**src/rtl/lfsr_decode_if.sv**
```systemverilog
// ---------------------------------------------------------------------------
// lfsr_decode_if
//   Request/response bundle for the LFSR decoder.
//
//   master (requester) drives:
//     start    request pulse, sampled only while the decoder is idle
//     enable   search advances only while high
//     lfsr_in  LFSR state to decode, captured on the accepted start edge
//
//   slave (decoder) drives:
//     busy     search in progress
//     done     one-cycle result pulse
//     index    decoded index; holds until the next done
//     invalid  qualifies done: 1 = value is not reachable from SEED
// ---------------------------------------------------------------------------
interface lfsr_decode_if #(
  parameter int WIDTH = 8
);
  logic             start;
  logic             enable;
  logic [WIDTH-1:0] lfsr_in;
  logic             busy;
  logic             done;
  logic [WIDTH-1:0] index;
  logic             invalid;

  modport master (
    output start, enable, lfsr_in,
    input  busy, done, index, invalid
  );

  modport slave (
    input  start, enable, lfsr_in,
    output busy, done, index, invalid
  );
endinterface

```
**src/rtl/lfsr_decode.sv**
```systemverilog
// ---------------------------------------------------------------------------
// lfsr_decode
//   Converts an LFSR state into its binary sequence index, i.e. the number of
//   up-steps needed to reach it from SEED. A walker LFSR steps from SEED once
//   per enabled cycle until it equals the captured target, or until every
//   reachable index has been tried.
//
//   Ports:
//     clk    rising-edge clock
//     reset  asynchronous, active-low
//     bus    lfsr_decode_if.slave: start/enable/lfsr_in in,
//            busy/done/index/invalid out
//
//   With enable held high, a state at index k returns done k+1 cycles after
//   the start edge; the worst case is 2^WIDTH-1 cycles.
// ---------------------------------------------------------------------------
module lfsr_decode #(
  parameter int               WIDTH = 8,
  parameter logic [WIDTH-1:0] TAPS  = 'hB8,
  parameter logic [WIDTH-1:0] SEED  = 'h01
) (
  input  logic          clk,
  input  logic          reset,
  lfsr_decode_if.slave  bus
);

  typedef enum logic {
    IDLE   = 1'b0,
    SEARCH = 1'b1
  } state_t;

  // Last index a maximal LFSR can reach: 2^WIDTH-2. Stopping here keeps cnt
  // from ever wrapping.
  localparam logic [WIDTH-1:0] CNT_LAST = {{(WIDTH-1){1'b1}}, 1'b0};
  localparam logic [WIDTH-1:0] ALL_ONES = {WIDTH{1'b1}};

  state_t           state;
  logic [WIDTH-1:0] walker;
  logic [WIDTH-1:0] cnt;
  logic [WIDTH-1:0] target;
  logic             busy_q;
  logic             done_q;
  logic [WIDTH-1:0] index_q;
  logic             invalid_q;

  // Same up-step as the companion counter.
  function automatic logic [WIDTH-1:0] lfsr_next(input logic [WIDTH-1:0] cur);
    logic fb;
    fb = ^(cur & TAPS);
    return {cur[WIDTH-2:0], fb};
  endfunction

  always_ff @(posedge clk or negedge reset) begin
    if (!reset) begin
      state     <= IDLE;
      walker    <= SEED;
      cnt       <= '0;
      target    <= '0;
      busy_q    <= 1'b0;
      done_q    <= 1'b0;
      index_q   <= '0;
      invalid_q <= 1'b0;
    end else begin
      done_q <= 1'b0;
      case (state)
        IDLE: begin
          // Accepted regardless of enable; a start coinciding with done also
          // lands here because the result edge already returned to IDLE.
          if (bus.start) begin
            target <= bus.lfsr_in;
            walker <= SEED;
            cnt    <= '0;
            busy_q <= 1'b1;
            state  <= SEARCH;
          end
        end
        SEARCH: begin
          if (bus.enable) begin
            if (target == '0) begin
              // All-zero is the lock-up state; no walk ever reaches it.
              done_q    <= 1'b1;
              invalid_q <= 1'b1;
              index_q   <= ALL_ONES;
              busy_q    <= 1'b0;
              state     <= IDLE;
            end else if (walker == target) begin
              done_q    <= 1'b1;
              invalid_q <= 1'b0;
              index_q   <= cnt;
              busy_q    <= 1'b0;
              state     <= IDLE;
            end else if (cnt == CNT_LAST) begin
              // Exhausted the longest possible orbit: the value lies on a
              // different cycle (non-maximal TAPS or otherwise unreachable).
              done_q    <= 1'b1;
              invalid_q <= 1'b1;
              index_q   <= ALL_ONES;
              busy_q    <= 1'b0;
              state     <= IDLE;
            end else begin
              walker <= lfsr_next(walker);
              cnt    <= cnt + 1'b1;
            end
          end
        end
        default: state <= IDLE;
      endcase
    end
  end

  assign bus.busy    = busy_q;
  assign bus.done    = done_q;
  assign bus.index   = index_q;
  assign bus.invalid = invalid_q;

endmodule
```
**src/flat_wrapper.sv**
```systemverilog
// flat-port wrapper written by rule: the top's interface ports become plain ports
module lfsr_decode_flat 
#(
  parameter int               WIDTH = 8,
  parameter logic [WIDTH-1:0] TAPS  = 'hB8,
  parameter logic [WIDTH-1:0] SEED  = 'h01
)
  (clk, reset, bus_start, bus_enable, bus_lfsr_in, bus_busy, bus_done, bus_index, bus_invalid);
  lfsr_decode_if #(.WIDTH(WIDTH)) bus_i ();
  input  logic clk;
  input  logic reset;
  input wire logic [$bits(bus_i.start)-1:0] bus_start;
  input wire logic [$bits(bus_i.enable)-1:0] bus_enable;
  input wire logic [$bits(bus_i.lfsr_in)-1:0] bus_lfsr_in;
  output wire logic [$bits(bus_i.busy)-1:0] bus_busy;
  output wire logic [$bits(bus_i.done)-1:0] bus_done;
  output wire logic [$bits(bus_i.index)-1:0] bus_index;
  output wire logic [$bits(bus_i.invalid)-1:0] bus_invalid;
  assign bus_i.start = bus_start;
  assign bus_i.enable = bus_enable;
  assign bus_i.lfsr_in = bus_lfsr_in;
  assign bus_busy = bus_i.busy;
  assign bus_done = bus_i.done;
  assign bus_index = bus_i.index;
  assign bus_invalid = bus_i.invalid;
  lfsr_decode #(.WIDTH(WIDTH), .TAPS(TAPS), .SEED(SEED)) u_core (.clk(clk), .reset(reset), .bus(bus_i));
endmodule
```
**config.mk**
```make
export PLATFORM = sky130hd
export DESIGN_NAME = lfsr_decode_flat
export DESIGN_NICKNAME = d
export VERILOG_FILES = /design/src/rtl/lfsr_decode_if.sv /design/src/rtl/lfsr_decode.sv /design/src/flat_wrapper.sv
export SDC_FILE = /design/constraint.sdc
export NUM_CORES = 1
export LEC_CHECK = 0
export ABC_CLOCK_PERIOD_IN_PS = 1700
export CORE_MARGIN = 10
export CORE_UTILIZATION = 45
export CTS_CLUSTER_SIZE = 20
export DETAILED_ROUTE_END_ITERATION = 8
export GPL_TIMING_DRIVEN = 0
export PLACE_DENSITY = 0.79
export RECOVER_POWER = 25
export SYNTH_ARGS = -nofsm -noshare
export SYNTH_HDL_FRONTEND = slang
export SYNTH_SLANG_ARGS = --single-unit
export TNS_END_PERCENT = 50
```
**constraint.sdc**
```tcl
create_clock -name clk -period 1.7 [get_ports clk]
set_input_delay 0.425 -clock clk [delete_from_list [all_inputs] [get_ports clk]]
set_output_delay 0.425 -clock clk [all_outputs]
set_load 0.005 [all_outputs]
```
==> results.toml <==
[route]
drt_pass1_iterations = 5
drt-total-wl_mm = 3.781
drc = 0
vias = 1303
detail_route.wl_per_cell_um = 16.02
drt.antenna.violating_nets = 0
viasPerCell = 5.521
dr.first_iter.drc_count = 163

[placed_design]
gpl.final_weighted_congestion = 0.8222
placement.io_buffers = 22
detailed_place_hpwl_mm = 2.663

[pwr]
comb_power_share_pct = 42.4
p_sw_share_pct = 36.36
sequentialPowerShare_pct = 42.8
clockPowerShare_pct = 14.8
irDropWorstVdd_v = 0.0008923
p_total_uw = 3783
power.net_switching_uw = 1376
p_int_uw = 2408
power.static_leakage_uw = 0.0009547
power-per-cell-area_nw_per_um2 = 1747

[yosys]
syn-instance-count = 152
synth_nets = 166
synth.avg_cell_area_um2 = 11.18
synth-seq-area-share_pct = 53.09
post_synth_instance_area_um2 = 1699
synthSimpleGateAreaFrac_pct = 17.16
synth_xor_area_share_pct = 6.701
synth_area_leaders = "sky130_fd_sc_hd__dfrtp_1, sky130_fd_sc_hd__xor2_1, sky130_fd_sc_hd__nand3_1"
synth-adder-area-share_pct = 1.473
post_synth_mux_area_share_pct = 5.302
post_synth_num_cell_types = 31
synth_compound_gate_area_share_pct = 12.30
yosys_register_bits = 36
synth_top_family_by_area = "simple AND/OR/NAND/NOR gates"
synth.largest_area_cell = "sky130_fd_sc_hd__dfrtp_1"
synthesis.yosys.warnings = 0
synth.top_cell.area_share_pct = 51.55

[timing]
grt_setup_unrepaired = "yes"
setup_viol = 26
worst_slew_margin_rel_pct = 43.65
worst_hold_slack_ns = 0.2379
report.final.slew_viol_count = 0
layout_min_cycle_time_ns = 1.771
final.period_utilization_pct = 104.2
setup_ws_ns = -0.07142
timing.final.hold_violations = 0
finClkSkew_ns = 0.001310
slew_at_the_pin_closest_to_its_max_slew_limit_ns = 0.8453
achievable-frequency_mhz = 564.5

[global_routing]
largest_net_degree_at_the_start_of_global_routing = 37
grt_pass1_vias = 1317
initial_antenna_violation_count = 0
grt_overflow_total = 0
grt.total_usage_pct = 12.30
global_route_wire_length_before_repair_mm = 6.230

[finish]
fraction_of_the_core_area_covered_by_cells_at_the_end_of_the_flow_pct = 59.16
layout-drive-gt1-share_pct = 25.00
areaGrowthSynthToFinish_pct = 27.47
diode_insertion_count_for_antenna_repair = 0
design.final.nets = 201
fillerInstances = 301

[setup_path]
wp_data_required_ns = 1.88
path_max_fanout = 5
critical-path-slowest-cell = "sky130_fd_sc_hd__nor4_2"
crit_path_arrival_time_ns = 1.95
critical_path.top_delay_family = "simple AND/OR/NAND/NOR gates"
critical_path.cell_chain = "xor2_1, nor4_2, nand2_2, nand3_2, buf_6, o211ai_1, o41ai_2"
max_stage_delay_ns = 0.43
timing.critical_path.from_type = "flip-flop"
buffering_stage_count_on_the_worst_path_with_inverters_included = 1
cp-end-kind = "flip-flop"
kind_of_critical_path = "flip-flop to flip-flop"

[clock_tree]
clock-root-buffer = "sky130_fd_sc_hd__clkbuf_8"
hold_buffers = 0
clock_tree.htree_level_count = 2
clk-insertion-delay-late_ns = 0.28
cts.reportedPaths.clkPinSlew_ns = 0.06
cts_tree = "yes"
tritoncts_num_sinks = 36
max-clock-path-buffers = 2
cts_buffers = 5

[floorplanning]
floorplan.die.height_um = 81.45
die_w_um = 81.45
core_um2 = 3661
initial_utilization_pct = 46.41
die_area_um2 = 6633
core.rowCount = 22
num_io_pins = 23

[outcome]
outcome = "finished with violations"
violations = "setup timing"

[job]
cap_violations = 0

[hold_path]
hold_path.class = "input port to async pin"
## registers in the layout (all words and copies together) (netlist names)
name,cells
u_core.cnt,8
u_core.walker,8
u_core.state,1
u_core.target,8
u_core.bus.done,1
u_core.bus.index,8
u_core.bus.invalid,1
u_core.bus.busy,1
## cell usage in the layout, fill, tap and decap left out, types with 2 or more instances in the layout
cell                              instances
sky130_fd_sc_hd__nand3_1                 18
sky130_fd_sc_hd__o21ai_0                  5
sky130_fd_sc_hd__buf_6                    4
sky130_fd_sc_hd__dfrtp_1                 32
sky130_fd_sc_hd__nor2_1                   5
sky130_fd_sc_hd__clkbuf_8                 5
sky130_fd_sc_hd__o41ai_2                  2
sky130_fd_sc_hd__nand4_1                  3
sky130_fd_sc_hd__nand2_2                  2
sky130_fd_sc_hd__a21oi_1                  2
sky130_fd_sc_hd__clkdlybuf4s50_1         21
sky130_fd_sc_hd__a21oi_2                  2
sky130_fd_sc_hd__buf_4                    7
sky130_fd_sc_hd__o211ai_1                 2
sky130_fd_sc_hd__nor4_2                   4
sky130_fd_sc_hd__xnor2_1                  2
sky130_fd_sc_hd__o22a_1                   8
sky130_fd_sc_hd__xor2_1                  11
sky130_fd_sc_hd__dfrtp_2                  3
sky130_fd_sc_hd__ha_1                     2
sky130_fd_sc_hd__inv_1                    4
sky130_fd_sc_hd__nand2_1                 16
sky130_fd_sc_hd__mux2_2                   8
sky130_fd_sc_hd__clkbuf_1                 4
sky130_fd_sc_hd__buf_2                    2
## area by class of cell
cell class / instances / area [um2] / area share [%]
Multi-Input combinational cell: 104 / 778.2 / 35.93
Tap cell: 48 / 60.06 / 2.773
Inverter: 4 / 15.01 / 0.6932
Buffer: 6 / 50.05 / 2.311
Sequential cell: 36 / 905.9 / 41.83
Timing Repair Buffer: 30 / 276.5 / 12.77
Clock buffer: 8 / 80.08 / 3.697
## path summary, 6_finish.rpt
path / from / end / slack [ns] / cells past startpoint
max in group asynchronous: reset / u_core.cnt[3] / 0.88 / 1
setup / recovery: u_core.target[6] / u_core.cnt[6] / -0.07 / 7
hold reg to reg: u_core.bus.invalid / u_core.bus.invalid / 0.50 / 1
min in group clk: u_core.bus.invalid / u_core.bus.invalid / 0.50 / 1
hold / removal: reset / u_core.bus.index[6] / 0.24 / 1
setup reg to reg: u_core.target[6] / u_core.cnt[6] / -0.07 / 7
## routing by layer
layer  up-vias  track usage (%)  share of wire [%]
met1       640            14.43                 41
met2        47            19.35                 51
met3         7            3.057                6.1
li1        609                -                  -
met5         -                0                  0
met4         0            8.651                2.4
## what timing repair did
item,4_1_cts,5_1_grt
gates cloned,1,1
buffers inserted,5,1
endpoints found under the setup margin,27,27
resized for setup,14,5
hold endpoints to repair,0,0
pin swaps,4,5
## through the flow
stage	worst slack (ns)	area, um2	std cells	TNS [ns]
floorplan	0.06530	1699	152	0
global placement	-0.4874	1979	222	-23.74
detailed placement	-0.4071	1974	222	-7.557
CTS	-0.007009	2130	234	-0.01647
global route	-0.2059	2166	236	-4.092
finish	-0.07142	2166	236	-0.9203
## worst register-to-register path, delay by kind of cell (launching register included)
kind	cells	cell delay (ns)
XOR/XNOR	1	0.18
AO/OA/AOI/OAI	2	0.20
AND/OR/NAND/NOR	3	0.75
flip-flops	1	0.40
buffers and inverters	1	0.14
## synthesized netlist by cell type
library cell / n
sky130_fd_sc_hd__clkbuf_1: 2
sky130_fd_sc_hd__nand2_2: 1
sky130_fd_sc_hd__xor2_1: 11
sky130_fd_sc_hd__nand3_2: 1
sky130_fd_sc_hd__and4_1: 1
sky130_fd_sc_hd__dfstp_2: 1
sky130_fd_sc_hd__buf_6: 2
sky130_fd_sc_hd__ha_1: 2
sky130_fd_sc_hd__nand4_1: 3
sky130_fd_sc_hd__a31oi_1: 1
sky130_fd_sc_hd__buf_4: 1
sky130_fd_sc_hd__o21ai_0: 6
sky130_fd_sc_hd__inv_1: 4
sky130_fd_sc_hd__mux2_2: 8
sky130_fd_sc_hd__nand2_1: 17
sky130_fd_sc_hd__o31ai_1: 1
sky130_fd_sc_hd__o21a_1: 1
sky130_fd_sc_hd__a21oi_1: 4
sky130_fd_sc_hd__nor2_1: 5
sky130_fd_sc_hd__xnor2_1: 2
sky130_fd_sc_hd__dfrtp_1: 35
sky130_fd_sc_hd__nand3_1: 19
sky130_fd_sc_hd__a21boi_4: 1
sky130_fd_sc_hd__nor4_2: 4
sky130_fd_sc_hd__buf_2: 3
sky130_fd_sc_hd__o211ai_1: 2
sky130_fd_sc_hd__or4_1: 1
sky130_fd_sc_hd__o22a_1: 8
sky130_fd_sc_hd__o41ai_1: 2
sky130_fd_sc_hd__and3_1: 2
sky130_fd_sc_hd__a21oi_4: 1
## cell families (layout without fill, tap and decap cells)
family,count (synthesis),after routing
AO/OA/AOI/OAI,27,27
multiplexers,8,8
flip-flops,36,36
AND/OR/NAND/NOR,54,54
XOR/XNOR,13,13
buffers and inverters,12,48
adder cells (fa/ha/maj),2,2
## power groups by stage
stage	registers (uW)	logic (uW)	clock network (uW)
5_1_grt	1670	1770	621
3_3_place_gp	1570	1390	0
4_1_cts	1610	1540	576
6_report	1620	1600	559
3_5_place_dp	1600	1440	0
2_1_floorplan	1530	947	0
Note: power is estimated with default switching activity, not from simulation.
